--- src/rtl/mult_div_pkg.sv ---
// rtl/mult_div_pkg.sv - shared encodings and constants for the HI/LO multiply/divide unit
package mult_div_pkg;

   localparam int ITERATIONS = 32;

   typedef enum logic [1:0] {
      OP_MULT  = 2'b00,
      OP_MULTU = 2'b01,
      OP_DIV   = 2'b10,
      OP_DIVU  = 2'b11
   } op_e;

   typedef enum logic [2:0] {
      ST_IDLE     = 3'd0,
      ST_CALC     = 3'd1,
      ST_FIXUP    = 3'd2,
      ST_WRITE_LO = 3'd3,
      ST_WRITE_HI = 3'd4
   } state_e;

   // Two's-complement magnitude when the operand is treated as negative.
   function automatic logic [31:0] magnitude(input logic [31:0] value, input logic negative);
      return negative ? (~value + 32'd1) : value;
   endfunction

endpackage

--- src/rtl/hi_lo_mult_div_if.sv ---
// rtl/hi_lo_mult_div_if.sv - operand request and HI/LO write bundle for the multiply/divide unit
interface hi_lo_mult_div_if;

   logic        start;
   logic [1:0]  op;
   logic [31:0] rs_value;
   logic [31:0] rt_value;
   logic        busy;
   logic [31:0] LO_input;
   logic [31:0] HI_input;
   logic        LO_write_enable;
   logic        HI_write_enable;

   // Control path / operand bus side.
   modport master (
      output start, op, rs_value, rt_value,
      input  busy, LO_input, HI_input, LO_write_enable, HI_write_enable
   );

   // Multiply/divide unit side.
   modport slave (
      input  start, op, rs_value, rt_value,
      output busy, LO_input, HI_input, LO_write_enable, HI_write_enable
   );

endinterface

--- src/rtl/hi_lo_mult_div.sv ---
// rtl/hi_lo_mult_div.sv - iterative MULT/MULTU/DIV/DIVU unit feeding the HI/LO register file
module hi_lo_mult_div
   import mult_div_pkg::*;
(
   input  logic             clk,
   input  logic             reset,
   input  logic             clk_enable,
   hi_lo_mult_div_if.slave  bus
);

   localparam logic [5:0] LAST_ITER = 6'(ITERATIONS - 1);

   state_e      state;
   logic [5:0]  count;
   logic [63:0] acc;        // multiply: {partial product, multiplier}; divide: {remainder, quotient}
   logic [31:0] operand;    // multiplicand or divisor magnitude
   logic        is_div;
   logic        neg_lo;     // negate LO (or whole product for multiply) in FIXUP
   logic        neg_hi;     // negate HI (remainder) in FIXUP for divide
   logic [31:0] lo_result;
   logic [31:0] hi_result;

   op_e         op_sel;
   logic        start_div;
   logic        start_signed;
   logic        rs_neg;
   logic        rt_neg;
   logic [31:0] rs_mag;
   logic [31:0] rt_mag;
   logic        div_by_zero;

   logic [32:0] mul_sum;
   logic [63:0] mul_next;
   logic [32:0] div_shift;
   logic [32:0] div_diff;
   logic [63:0] div_next;
   logic [63:0] iter_next;

   logic [63:0] prod_fixed;
   logic [31:0] lo_fixed;
   logic [31:0] hi_fixed;

   // Decode the incoming request: operand class, signs and magnitudes.
   always_comb begin
      op_sel       = op_e'(bus.op);
      start_div    = (op_sel == OP_DIV) || (op_sel == OP_DIVU);
      start_signed = (op_sel == OP_MULT) || (op_sel == OP_DIV);
      rs_neg       = start_signed & bus.rs_value[31];
      rt_neg       = start_signed & bus.rt_value[31];
      rs_mag       = magnitude(bus.rs_value, rs_neg);
      rt_mag       = magnitude(bus.rt_value, rt_neg);
      div_by_zero  = start_div && (bus.rt_value == 32'd0);
   end

   // One shift-add or restoring-division step on the accumulator.
   always_comb begin
      mul_sum   = {1'b0, acc[63:32]} + (acc[0] ? {1'b0, operand} : 33'd0);
      mul_next  = {mul_sum, acc[31:1]};
      // Partial remainder is always below 2*divisor, so 33 bits hold the shift and its
      // difference; bit 32 of the difference set means the trial subtraction went negative.
      div_shift = {acc[63:32], acc[31]};
      div_diff  = div_shift - {1'b0, operand};
      div_next  = div_diff[32] ? {div_shift[31:0], acc[30:0], 1'b0}
                               : {div_diff[31:0],  acc[30:0], 1'b1};
      iter_next = is_div ? div_next : mul_next;
   end

   // Sign correction applied on the way out of FIXUP.
   always_comb begin
      prod_fixed = neg_lo ? (~acc + 64'd1) : acc;
      if (is_div) begin
         lo_fixed = neg_lo ? (~acc[31:0] + 32'd1) : acc[31:0];
         hi_fixed = neg_hi ? (~acc[63:32] + 32'd1) : acc[63:32];
      end else begin
         lo_fixed = prod_fixed[31:0];
         hi_fixed = prod_fixed[63:32];
      end
   end

   // Control FSM and datapath registers; everything freezes while clk_enable is low.
   always_ff @(posedge clk) begin
      if (clk_enable) begin
         if (reset) begin
            state     <= ST_IDLE;
            count     <= '0;
            acc       <= '0;
            operand   <= '0;
            is_div    <= 1'b0;
            neg_lo    <= 1'b0;
            neg_hi    <= 1'b0;
            lo_result <= '0;
            hi_result <= '0;
         end else begin
            case (state)
               ST_IDLE: begin
                  if (bus.start) begin
                     is_div <= start_div;
                     count  <= '0;
                     if (start_div) begin
                        operand <= rt_mag;
                        neg_lo  <= rs_neg ^ rt_neg;
                        neg_hi  <= rs_neg;
                     end else begin
                        operand <= rs_mag;
                        neg_lo  <= rs_neg ^ rt_neg;
                        neg_hi  <= rs_neg ^ rt_neg;
                     end
                     if (div_by_zero) begin
                        acc       <= '0;
                        lo_result <= 32'hFFFF_FFFF;
                        hi_result <= bus.rs_value;
                        state     <= ST_WRITE_LO;
                     end else begin
                        acc   <= start_div ? {32'd0, rs_mag} : {32'd0, rt_mag};
                        state <= ST_CALC;
                     end
                  end
               end
               ST_CALC: begin
                  acc   <= iter_next;
                  count <= count + 6'd1;
                  if (count == LAST_ITER) begin
                     state <= ST_FIXUP;
                  end
               end
               ST_FIXUP: begin
                  lo_result <= lo_fixed;
                  hi_result <= hi_fixed;
                  state     <= ST_WRITE_LO;
               end
               ST_WRITE_LO: begin
                  state <= ST_WRITE_HI;
               end
               ST_WRITE_HI: begin
                  state <= ST_IDLE;
               end
               default: begin
                  state <= ST_IDLE;
               end
            endcase
         end
      end
   end

   // Status and write strobes decoded from the registered state.
   always_comb begin
      bus.busy            = (state != ST_IDLE);
      bus.LO_input        = lo_result;
      bus.HI_input        = hi_result;
      bus.LO_write_enable = (state == ST_WRITE_LO) && clk_enable;
      bus.HI_write_enable = (state == ST_WRITE_HI) && clk_enable;
   end

endmodule

--- src/flat_wrapper.sv ---
// flat-port wrapper written by rule: the top's interface ports become plain ports
module hi_lo_mult_div_flat import mult_div_pkg::*;
  (clk, reset, clk_enable, bus_start, bus_op, bus_rs_value, bus_rt_value, bus_busy, bus_LO_input, bus_HI_input, bus_LO_write_enable, bus_HI_write_enable);
  hi_lo_mult_div_if bus_i ();
  input  logic clk;
  input  logic reset;
  input  logic clk_enable;
  input wire logic [$bits(bus_i.start)-1:0] bus_start;
  input wire logic [$bits(bus_i.op)-1:0] bus_op;
  input wire logic [$bits(bus_i.rs_value)-1:0] bus_rs_value;
  input wire logic [$bits(bus_i.rt_value)-1:0] bus_rt_value;
  output wire logic [$bits(bus_i.busy)-1:0] bus_busy;
  output wire logic [$bits(bus_i.LO_input)-1:0] bus_LO_input;
  output wire logic [$bits(bus_i.HI_input)-1:0] bus_HI_input;
  output wire logic [$bits(bus_i.LO_write_enable)-1:0] bus_LO_write_enable;
  output wire logic [$bits(bus_i.HI_write_enable)-1:0] bus_HI_write_enable;
  assign bus_i.start = bus_start;
  assign bus_i.op = bus_op;
  assign bus_i.rs_value = bus_rs_value;
  assign bus_i.rt_value = bus_rt_value;
  assign bus_busy = bus_i.busy;
  assign bus_LO_input = bus_i.LO_input;
  assign bus_HI_input = bus_i.HI_input;
  assign bus_LO_write_enable = bus_i.LO_write_enable;
  assign bus_HI_write_enable = bus_i.HI_write_enable;
  hi_lo_mult_div u_core (.clk(clk), .reset(reset), .clk_enable(clk_enable), .bus(bus_i));
endmodule
--- config.mk ---
export PLATFORM = sky130hd
export DESIGN_NAME = hi_lo_mult_div_flat
export DESIGN_NICKNAME = d
export VERILOG_FILES = /design/src/rtl/mult_div_pkg.sv /design/src/rtl/hi_lo_mult_div_if.sv /design/src/rtl/hi_lo_mult_div.sv /design/src/flat_wrapper.sv
export SDC_FILE = /design/constraint.sdc
export NUM_CORES = 1
export LEC_CHECK = 0
export CORE_ASPECT_RATIO = 1.75
export CORE_MARGIN = 2
export CORE_UTILIZATION = 45
export CTS_CLUSTER_DIAMETER = 40
export CTS_CLUSTER_SIZE = 16
export DETAILED_ROUTE_END_ITERATION = 8
export PLACE_DENSITY = 0.65
export SETUP_SLACK_MARGIN = 0.1
export SLEW_MARGIN = 40
export SYNTH_ARGS = -nofsm -noshare
export SYNTH_HDL_FRONTEND = slang
export SYNTH_SLANG_ARGS = --single-unit
--- constraint.sdc ---
create_clock -name clk -period 8.3 [get_ports clk]
set_input_delay 1.66 -clock clk [delete_from_list [all_inputs] [get_ports clk]]
set_output_delay 1.66 -clock clk [all_outputs]
set_load 0.02 [all_outputs]
### After elaboration in Yosys (flattened, before gate mapping)

Index checks and enable logic that the tools add are counted.

* add/subtract/negate cells: 8
* multiply operators: 0
* div/mod/pow operators: 0
* $lt $le $gt $ge: 0
* equality and inequality tests: 10
* shift operators: 0
* mux-type cells: 36
* bitwise gates (word level): 8
* reduce and logical (&&, ||, !) cells: 17

Operators with widths (number)
* 2-to-1 mux 32 bit: 15
* 2-to-1 mux 64 bit: 5
* adder 32 x 1 -> 32 bit (second input constant): 4
* NOT 32 bit: 4
* case mux 32 bit (2 select lines): 2
* case mux 64 bit (2 select lines): 1
* adder 64 x 1 -> 64 bit (second input constant): 1
* NOT 64 bit: 1
* adder 32 x 33 -> 33 bit: 1
* subtractor 33 x 32 -> 33 bit: 1
* logical NOT 32 bit: 1
* case mux 3 bit (4 select lines): 1
* case mux 6 bit (2 select lines): 1
* AND reduction 3 bit: 3
* nonzero test 3 bit: 3
* 2-to-1 mux 1 bit: 7
* adder 6 x 1 -> 6 bit (second input constant): 1
* equality test 3 x 2 -> 1 bit (second input constant): 2
* equality test 6 x 5 -> 1 bit (second input constant): 1
* 2-to-1 mux 3 bit: 2
* 2-to-1 mux 6 bit: 1
* inequality test 3 x 2 -> 1 bit (second input constant): 2
* equality test 2 bit (second input constant): 2
* AND reduction 4 bit: 1
* other kinds (11): 16

* register bits after elaboration: 172
* latch bits: 0
* RAM bits: 0
* ROM bits: 0
* input bits: 70
* output and inout bits: 67
* word-level logic and storage cells: 88
* memories kept: 0

### Logic depth before layout (Yosys ltp)

Gate-level depths: netlist of the first run.

* depth after elaboration: 8
* mapped depth: 14
* mapped depth without buffers: 12

### Worst setup path before layout of the first run

No wires, ideal clock.

* path type: input -> register
* start point: in bus_rt_value[2]
* end point: reg u_core.hi_result[0], in the netlist u_core.bus.HI_input[0], enable pin
* library setup time: 427 ps
* arrival: 4994 ps
* required time: 7873 ps
* setup slack: 2879 ps
* stages on the path: 9
* path buffers: 0
* path through: or4_1 > nor3_2 > nand3_1 > nor3_2 > nand2_1 > nor4b_2 > a21oi_1 > nor3_1 > o21a_1

* cells in the longest elaborated chain, start to end: 4

Ends and longest elaborated chain
* start: declaration: RTL line flat_wrapper.sv:11 `input wire logic [$bits(bus_i.rt_value)-1:0] bus_rt_value;`
* logical NOT 32 bit: RTL line hi_lo_mult_div.sv:52 `div_by_zero = start_div && (bus.rt_value == 32'd0);`
* logical AND 1 bit: RTL line hi_lo_mult_div.sv:52
* inequality test 3 x 2 -> 1 bit (no line)
* AND reduction 4 bit (no line)
* end signal: assignment: RTL line hi_lo_mult_div.sv:111 `hi_result <= bus.rs_value;`
* end signal: assignment: RTL line hi_lo_mult_div.sv:128 `hi_result <= hi_fixed;`
* end: declaration: RTL line hi_lo_mult_div.sv:21 `logic [31:0] hi_result;`

No other way between the ends.
A chain may end at the register's enable or synchronous reset.

### Worst setup path after layout of the first run

* start point: in bus_rt_value[2]
* end point: reg u_core.hi_result[21], in the netlist u_core.bus.HI_input[21], enable pin

Same word-level chain as after synthesis.

==> results by group, run 1 <==
Yosys
  – Synth Flop Type: edfxtp_1
  – Ys async rst share: 0%
  – Synth Register Bits: 172
  – Syn_nets: around 1800
  – Syn_area_per_cell: approximately 8.7 sq um
  – Synthesis warning total: 0
  – Post-synthesis sequential area ratio: 35.3%
  – Synth Instances: about 1700
  – EDFF count, synth: between 150 and 200
  – Post-synth top area share: approximately a third
  – Synth Cell Area: between 10000 and 15000 sq um
  – Synth top area cells: edfxtp_1, a21oi_1, ha_1
  – Cell variety after synth: 78
  – Most frequent cell after synthesis: nor2_1
  – Synth area leader: edfxtp_1
  – Synth cell count leaders: nor2_1, a21oi_1, edfxtp_1

Die
  – Area of the die: roughly 34000 sq um
  – Starting Density: between 40% and 50%
  – Die W: approximately 140 um
  – DIE HEIGHT: around 240 um
  – Std-Cell Rows: a little under 90
  – I/O pins: 137
  – Placeable Area: around 32000 sq um

Clock network
  – CTS Root Cell: clkbuf_16
  – Post_cts resized: 0
  – Number of clock sinks: roughly 170
  – Setup bufs post-CTS: 0
  – Clock buffer depth: 2
  – CTS Buf Count: 17
  – Reg clk slew, reported paths: about 0.070 ns
  – Clock latency on the worst-skew pair: 0.45 ns
  – Max H-tree Level: 4
  – Cts hold-fix bufs: 0
  – TritonCTS clock tree: built

Outcome
  – Status: finished, final reports clean

STA
  – Final hold slack: between 0.6 and 0.7 ns
  – Measured slew at the worst slew-check pin: between 0.9 and 1 ns
  – Crit share post-route: around two thirds
  – Setup violations, final: 0
  – TNS Setup: 0 ns
  – Max Clock Freq: ~180 MHz
  – Clock skew: about 0.011 ns
  – RSZ-0062 raised after global routing: false
  – Hold Fails Final Rpt: 0
  – Slew Viols, Final: 0
  – Slew Limit Headroom: between 30% and 40%
  – Minimum clock period: around 5.4 ns

Layout
  – Area delta synth->final: 15.3%
  – Area occupied by multi-input gates: 8960 sq um
  – Nets: between 1500 and 2000
  – Layout Utilization: a little over half
  – Fraction of layout cells with a size suffix above 1: 5.33%
  – Layout Cells excl Fill: roughly 2200
  – Fill cells: about 3000
  – Register Area: 5160 sq um

Critical path
  – Crit end category: flop
  – Flop-to-flop setup slack: 3.73 ns
  – WS Path Type: input pin to flop
  – Max FO, Critical Path: 33
  – CP arrival: between 5 and 6 ns
  – CP Capture Point: u_core.bus.HI_input[21]$_SDFFCE_PP0P_
  – Worst endpoint required time: 8.45 ns
  – Reg2reg path depth: 13
  – Worst setup SP type: input pin
  – Worst setup startpoint: bus_rt_value[2]
  – Reg2reg start: u_core.acc[0]$_SDFFCE_PP0P_
  – RR Endpoint: u_core.acc[59]$_SDFFCE_PN0P_

Placement
  – Cells after DPL: 2151
  – Port Buffer Count: 136
  – Routability Congestion: 0.980
  – DPL Wire Length: between 30 and 40 mm

Routing
  – Post-route ant nets: 0
  – Initial DRC Count: roughly 1100
  – Vias per inst: roughly 6.2
  – Pre-Repair DR Iteration Count: 7
  – Wire per inst: between 20 and 25 um
  – Vias post-DR: around 13000
  – DRC: 0
  – Drt total wl: approximately 48 mm

Power and ir drop
  – LEAKAGE: 6.23 nW
  – PD cells: 156 nW/um^2
  – Worst IR Drop VDD: roughly 0.15 mV

Global route
  – Top Usage Layer GRT: met2
  – Largest net degree at the start of global routing: between 80 and 90
  – Gr ovfl total: 0
  – Vias in the first global route: approximately 13000
  – Met3 usage: between 3 and 4%
  – Total global-route track usage: between 20% and 30%
  – First-pass GRT wire length: 74.0 mm
  – Routing usage on met2: 51.0%
  – Initial antenna violation count: 0
  – GR Util met1: between 30% and 40%

Min path
  – Kind of path behind the tightest hold check: flop to flop

Flow run
  – Max Cap Viol: 0
==> report_power, final <==
part           switching (mW)  total (mW)  internal, mW
Sequential             0.0647        1.09          1.03
Combinational           0.458       0.766         0.308
Clock                   0.388       0.778         0.390
==> registers in the layout (all words and copies together), names as in the netlist <==
| signal | count |
|---|---|
| u_core.acc | 64 |
| u_core.neg_hi | 1 |
| u_core.is_div | 1 |
| u_core.count | 6 |
| u_core.operand | 32 |
| u_core.neg_lo | 1 |
| u_core.bus.LO_input | 32 |
| u_core.bus.HI_input | 32 |
| u_core.state | 3 |
==> worst max-delay path, stage by stage <==
cell and delay [ns]:
clkdlybuf4s50_1 0.48, or4_1 0.63, nor3_2 0.44, nand3_1 0.32
nor3_2 0.28, nand2_1 0.13, nor4b_2 0.49, a21oi_1 0.14
nor3_1 0.20, o21a_4 0.50, buf_12 0.27
==> area by class of cell <==
type | instances | share of cell area (%)
timing repair buffer | 152 | 8.85
clock buffer | 18 | 2.54
sequential | 172 | 30.6
tap | 400 | 2.96
multi-input combinational | 1367 | 53.0
antenna | 1 | 0.0148
clock inverter | 14 | 0.682
inverter | 60 | 1.33
==> metrics by stage <==
step	total power, mW	setup WS, ns	area (sq um)
after global placement	1.86	2.27	16300
after detailed placement	1.87	2.31	16300
after global routing	2.75	2.57	16900
after floorplan	1.61	2.88	14700
after CTS	2.64	2.78	16900
final	2.64	2.85	16900
==> layout by cell type, fill, tap and decap left out, types with 5 or more instances in the layout <==
cell type,n
edfxtp_1,172
a21o_1,21
or4_1,13
xor2_1,86
o211ai_1,8
and2_1,10
clkbuf_16,17
mux2i_1,61
o22ai_1,35
a211oi_1,58
nand2b_1,6
nor4_1,18
buf_4,15
a2111oi_0,5
clkdlybuf4s50_1,134
ha_1,69
nor3_1,35
a311oi_1,5
o21bai_1,8
nand3b_1,6
or2_2,7
o41ai_1,10
or3_1,15
and3_1,15
nor2_1,214
nor2b_1,18
a31oi_1,18
inv_1,60
a21oi_1,193
nand3_1,19
o31ai_1,20
nand2_1,102
o21a_1,11
o21ai_0,112
xnor2_1,87
==> metal layers <==
| metal | wire, um | up-vias |
|---|---|---|
| met3 | 2150 | 101 |
| met5 | 0 | - |
| met2 | 25200 | 459 |
| met1 | 18800 | 6486 |
| li1 | - | 6438 |
| met4 | 2060 | 0 |
==> worst min-delay path by stage <==
stage	startpoint	endpoint	slack (ns)	cells after the start
6_report	u_core.count[0]$_SDFFCE_PN0P_	u_core.count[0]$_SDFFCE_PN0P_	0.61	1
5_1_grt	u_core.count[0]$_SDFFCE_PN0P_	u_core.count[0]$_SDFFCE_PN0P_	0.63	1
4_1_cts	u_core.count[0]$_SDFFCE_PN0P_	u_core.count[0]$_SDFFCE_PN0P_	0.60	1
3_5_place_dp	u_core.count[0]$_SDFFCE_PN0P_	u_core.count[0]$_SDFFCE_PN0P_	0.59	1
3_3_place_gp	u_core.count[0]$_SDFFCE_PN0P_	u_core.count[0]$_SDFFCE_PN0P_	0.59	1
2_1_floorplan	u_core.count[0]$_SDFFCE_PN0P_	u_core.count[0]$_SDFFCE_PN0P_	0.56	1
==> logic make-up (layout without fill, tap and decap cells) <==
logic type,count (synthesis),count (layout),share of synthesized area (%)
other,0,1,0
muxes,64,64,4.40
DFF,172,172,35.3
AOI/OAI and AO/OA,543,543,22.8
adders and majority gates,71,71,6.17
xor gates and xnor gates,173,173,10.3
buffers and inverters,149,244,3.93
and+or+nand+nor,516,516,17.1
Note: power is estimated with default switching activity, not from simulation.
==> inputs of run 2 (changes only) <==
--- a/config.mk
+++ b/config.mk
@@ -11,7 +11,7 @@
 export CTS_CLUSTER_DIAMETER = 40
 export CTS_CLUSTER_SIZE = 16
 export DETAILED_ROUTE_END_ITERATION = 8
-export PLACE_DENSITY = 0.65
+export PLACE_DENSITY = 0.68
 export SETUP_SLACK_MARGIN = 0.1
 export SLEW_MARGIN = 40
 export SYNTH_ARGS = -nofsm -noshare
==> constraint.sdc (replaced) <==
create_clock -name clk -period 4.74 [get_ports clk]
set_input_delay 0.948 -clock clk [delete_from_list [all_inputs] [get_ports clk]]
set_output_delay 0.948 -clock clk [all_outputs]
set_load 0.02 [all_outputs]
==> run 2 against run 1 <==
Utilization grew 0.66 points. Largest power group unchanged. First-iteration DRC count shrank 8.2%. Critical path depth grew 2. Final area grew 1.3%. Register-to-register slack lost 3.1 ns. Clock power grew 97%.
==> results by group, run 2 (same netlist as run 1, synthesis figures left out) <==
Routing
  – Drt total wl: 49.6 mm
  – Vias per inst: ~6.2
  – Vias post-DR: 13600
  – Post-route ant nets: 0
  – Pre-Repair DR Iteration Count: 6
  – Wire per inst: between 20 and 25 um
  – Initial DRC Count: ~1000
  – DRC: 0

Global route
  – Vias in the first global route: 13700
  – First-pass GRT wire length: about 76 mm
  – Initial antenna violation count: 0
  – GR Util met1: about a third
  – Met3 usage: 3.61%
  – Largest net degree at the start of global routing: 80
  – Top Usage Layer GRT: met2
  – Gr ovfl total: 0
  – Total global-route track usage: approximately 29%
  – Routing usage on met2: between 50% and 60%

STA
  – Setup violations, final: 0
  – Minimum clock period: around 4.1 ns
  – Measured slew at the worst slew-check pin: 0.848 ns
  – RSZ-0062 raised after global routing: false
  – TNS Setup: 0 ns
  – Max Clock Freq: between 200 and 250 MHz
  – Slew Limit Headroom: about 43%
  – Crit share post-route: 87.1%
  – Slew Viols, Final: 0
  – Hold Fails Final Rpt: 0
  – Clock skew: 0.0129 ns

Clock network
  – CTS Root Cell: clkbuf_16
  – Clock latency on the worst-skew pair: about 0.46 ns
  – Setup bufs post-CTS: 0
  – Post_cts resized: 0
  – Max H-tree Level: 4
  – Clock buffer depth: 2
  – TritonCTS clock tree: built
  – Number of clock sinks: roughly 170
  – CTS Buf Count: 17
  – Reg clk slew, reported paths: roughly 0.070 ns
  – Cts hold-fix bufs: 0

Die
  – Placeable Area: 32100 sq um
  – DIE HEIGHT: ~240 um
  – Die W: ~140 um
  – Area of the die: ~34000 sq um
  – Std-Cell Rows: 87
  – Starting Density: ~46%
  – I/O pins: ~140

Layout
  – Final Cell Area: approximately 17000 sq um
  – Most common cell after layout, fill and taps aside: nor2_1
  – Most flops, register: u_core.acc
  – Fill cells: 3002
  – ANT cells: 0
  – Area delta synth->final: 16.7%
  – Nets: 1930
  – Fraction of layout cells with a size suffix above 1: 6.16%
  – Number of flip-flops in the largest register: 64
  – Most frequent cells in the layout: nor2_1, a21oi_1, edfxtp_1

Placement
  – Port Buffer Count: 136
  – DPL Wire Length: about 38 mm
  – DP Area: around 16000 sq um
  – Routability Congestion: slightly above 1

Critical path
  – WS Path Type: flop to flop
  – Crit end category: flop
  – Reg2reg path depth: 13
  – RR Endpoint: u_core.acc[60]$_SDFFCE_PN0P_
  – Max FO, Critical Path: 15
  – Flop-to-flop setup slack: between 0.6 and 0.7 ns
  – Worst setup SP type: flop
  – Worst endpoint required time: 5.02 ns
  – Worst setup startpoint: u_core.acc[0]$_SDFFCE_PP0P_
  – Reg2reg start: u_core.acc[0]$_SDFFCE_PP0P_
  – CP arrival: ~4.4 ns
  – CP Capture Point: u_core.acc[60]$_SDFFCE_PN0P_

Outcome
  – Status: finished, final reports clean

Power and ir drop
  – PD cells: around 280 nW/um^2
  – Worst IR Drop VDD: 0.247 mV
  – LEAKAGE: roughly 6.4 nW
  – Total power: ~4.8 mW

Min path
  – Hold path cells: 1
  – Kind of path behind the tightest hold check: flop to flop

Flow run
  – Max Cap Viol: 0
run 2: worst min path at each step:
stage                                   from                            end
6_report       u_core.count[0]$_SDFFCE_PN0P_  u_core.count[0]$_SDFFCE_PN0P_
5_1_grt        u_core.count[0]$_SDFFCE_PN0P_  u_core.count[0]$_SDFFCE_PN0P_
4_1_cts        u_core.count[0]$_SDFFCE_PN0P_  u_core.count[0]$_SDFFCE_PN0P_
3_5_place_dp   u_core.count[0]$_SDFFCE_PN0P_  u_core.count[0]$_SDFFCE_PN0P_
3_3_place_gp   u_core.count[0]$_SDFFCE_PN0P_  u_core.count[0]$_SDFFCE_PN0P_
2_1_floorplan  u_core.count[0]$_SDFFCE_PN0P_  u_core.count[0]$_SDFFCE_PN0P_
run 2: layer usage:
layer / vias up / part of all wire (%)
met5: - / 0
met4: 0 / 5.5
met3: 131 / 4.6
met2: 520 / 52
met1: 6505 / 38
li1: 6459 / -
run 2: critical path, stage by stage (launching register included):
cell      delay [ns]
edfxtp_1        0.50
inv_1           0.42
nor2_1          0.17
ha_1            0.32
a211oi_1        0.28
nor2_1          0.12
a211oi_1        0.62
o31ai_1         0.15
buf_4           0.18
a41o_1          0.29
a31oi_1         0.33
o21ai_0         0.16
xnor2_1         0.16
a211oi_1        0.25
run 2: power breakdown:
group | switching, mW | leakage [nW] | internal (mW)
clock network | 0.687 | 0.300 | 0.843
registers | 0.113 | 1.67 | 1.80
logic | 0.814 | 4.40 | 0.556
run 2: layout make-up:
cell class,instances,area (sq um),area share (%)
Clock inverter,14,183,1.07
Inverter,60,225,1.32
Sequential cell,172,5160,30.2
Multi-Input combinational cell,1367,8930,52.2
Timing Repair Buffer,171,1670,9.75
Clock buffer,18,429,2.51
Tap cell,400,500,2.93
run 2: through the flow:
stage | util [%] | hold slack (ns) | instances | setup slack (ns)
floorplan | - | 0.561 | 1688 | 0.672
global placement | 51.3 | 0.586 | 2170 | 0.263
detailed placement | 51.3 | 0.600 | 2170 | 0.210
CTS | 53.3 | 0.611 | 2202 | 0.667
global route | 53.3 | 0.639 | 2202 | 0.418
finish | 53.3 | 0.615 | 2202 | 0.612
==> inputs of run 3 (changes only) <==
--- a/config.mk
+++ b/config.mk
@@ -11,6 +11,7 @@
 export CTS_CLUSTER_DIAMETER = 40
 export CTS_CLUSTER_SIZE = 16
 export DETAILED_ROUTE_END_ITERATION = 8
+export MAX_ROUTING_LAYER = met4
 export PLACE_DENSITY = 0.68
 export SETUP_SLACK_MARGIN = 0.1
 export SLEW_MARGIN = 40
==> run 3 against run 2 <==
Flip-flop and latch count unchanged. Final cell count is essentially flat. Worst setup slack worse by 0.10 ns. Non-clock buffer count rose by 1. Hold slack got worse by 0.022 ns. Largest cell class unchanged. Largest power group unchanged.
==> results by group, run 3 (same netlist as run 1, synthesis figures left out) <==
Die
  – Area of the die: ~34000 sq um
  – Starting Density: around 46%
  – I/O pins: roughly 140
  – Placeable Area: around 32000 sq um
  – DIE HEIGHT: about 240 um
  – Die W: 140 um
  – Std-Cell Rows: 87

Global route
  – Gr ovfl total: 0
  – Initial antenna violation count: 0
  – Largest net degree at the start of global routing: 80
  – First-pass GRT wire length: approximately 75 mm
  – Vias in the first global route: approximately 13000
  – Total global-route track usage: a little under 30%

Clock network
  – CTS Buf Count: 17
  – CTS Root Cell: clkbuf_16
  – Post_cts resized: 0
  – Cts hold-fix bufs: 0
  – TritonCTS clock tree: built
  – Max H-tree Level: 4
  – Clock buffer depth: 2
  – Number of clock sinks: 172
  – Reg clk slew, reported paths: approximately 0.070 ns
  – Setup bufs post-CTS: 0
  – Clock latency on the worst-skew pair: around 0.46 ns

Layout
  – Fraction of layout cells with a size suffix above 1: 6.27%
  – Fill cells: 2925
  – Area occupied by multi-input gates: just under 9000 sq um
  – ANT cells: 0
  – Most flops, register: u_core.acc
  – Most common cell after layout, fill and taps aside: nor2_1
  – Register Area: 5160 sq um
  – Nets: slightly below 2000
  – Number of flip-flops in the largest register: 64
  – Most frequent cells in the layout: nor2_1, a21oi_1, edfxtp_1
  – Area delta synth->final: 16.6%
  – Final Cell Area: approximately 17000 sq um

STA
  – Slew Limit Headroom: 41.6%
  – Measured slew at the worst slew-check pin: 0.874 ns
  – TNS Setup: 0 ns
  – Slew Viols, Final: 0
  – Setup violations, final: 0
  – Final worst slack: 0.510 ns
  – Final hold slack: about 0.59 ns
  – RSZ-0062 raised after global routing: false
  – Minimum clock period: approximately 4.2 ns
  – Crit share post-route: between 80% and 90%
  – Clock skew: approximately 0.016 ns
  – Hold Fails Final Rpt: 0
  – Max Clock Freq: roughly 240 MHz

Routing
  – DRC: 0
  – Vias per inst: a little over 6
  – Post-route ant nets: 0
  – Vias post-DR: roughly 14000
  – Pre-Repair DR Iteration Count: 6
  – Initial DRC Count: roughly 1100
  – Drt total wl: 49.2 mm
  – Wire per inst: between 20 and 25 um

Placement
  – Post-Place Setup Slack: around 0.13 ns
  – DP Area: between 15000 and 20000 sq um
  – Routability Congestion: 0.967
  – DPL Wire Length: 38.0 mm
  – Port Buffer Count: 136

Power and ir drop
  – PD cells: about 280 nW/um^2
  – LEAKAGE: between 6 and 7 nW
  – Worst IR Drop VDD: roughly 0.29 mV

Min path
  – Kind of path behind the tightest hold check: flop to flop

Critical path
  – Max FO, Critical Path: 12
  – WS Path Type: flop to flop
  – Crit end category: flop
  – Worst endpoint required time: 5.01 ns
  – CP arrival: approximately 4.5 ns
  – Worst setup SP type: flop

Flow run
  – Max Cap Viol: 0

Outcome
  – Status: finished, final reports clean
## run 3: where the power goes
group,leakage (nW),internal (mW),switching [mW]
Combinational,4.40,0.556,0.813
Clock,0.284,0.785,0.669
Sequential,1.67,1.80,0.114
## run 3: final cells by class
class,instances,share of cell area (%)
repair buffers,172,9.80
clock inverters,15,0.945
inverters,60,1.32
well taps,400,2.93
multi-input cells,1367,52.3
flip-flops and latches,172,30.2
clock buffers,17,2.49
## run 3: final timing paths
check / startpoint / to / slack (ns) / cells past startpoint
worst max register to register: u_core.acc[0]$_SDFFCE_PP0P_ / u_core.acc[60]$_SDFFCE_PN0P_ / 0.51 / 13
worst min register to register: u_core.count[0]$_SDFFCE_PN0P_ / u_core.count[0]$_SDFFCE_PN0P_ / 0.59 / 1
worst max-delay path: u_core.acc[0]$_SDFFCE_PP0P_ / u_core.acc[60]$_SDFFCE_PN0P_ / 0.51 / 13
worst min-delay path: u_core.count[0]$_SDFFCE_PN0P_ / u_core.count[0]$_SDFFCE_PN0P_ / 0.59 / 1
## run 3: routing by layer
metal	up-vias	part of all wire (%)	routed length [um]	track usage [%]
li1	6491	-	-	-
met3	133	4.2	2090	2.72
met1	6489	38	18900	32.3
met5	-	0	0	-
met4	0	5.5	2720	16.7
met2	516	52	25500	51.5
## run 3: worst max-delay path, cell delays in order, from the launching register on
cell and delay, ns:
edfxtp_1 0.47, inv_1 0.39, buf_4 0.21, nor2_1 0.05, ha_1 0.34, a21oi_1 0.29
o211ai_1 0.13, a211oi_1 0.64, o31ai_1 0.29, a41o_1 0.36, a31oi_1 0.28, o21ai_0 0.15
xnor2_1 0.15, a211oi_1 0.27
## run 3: stage by stage
stage,std cells,utilization (%),total power [mW]
floorplan,1688,-,2.82
global placement,2171,51.4,3.28
detailed placement,2171,51.4,3.29
CTS,2203,53.2,4.74
global route,2203,53.2,4.93
finish,2203,53.2,4.74
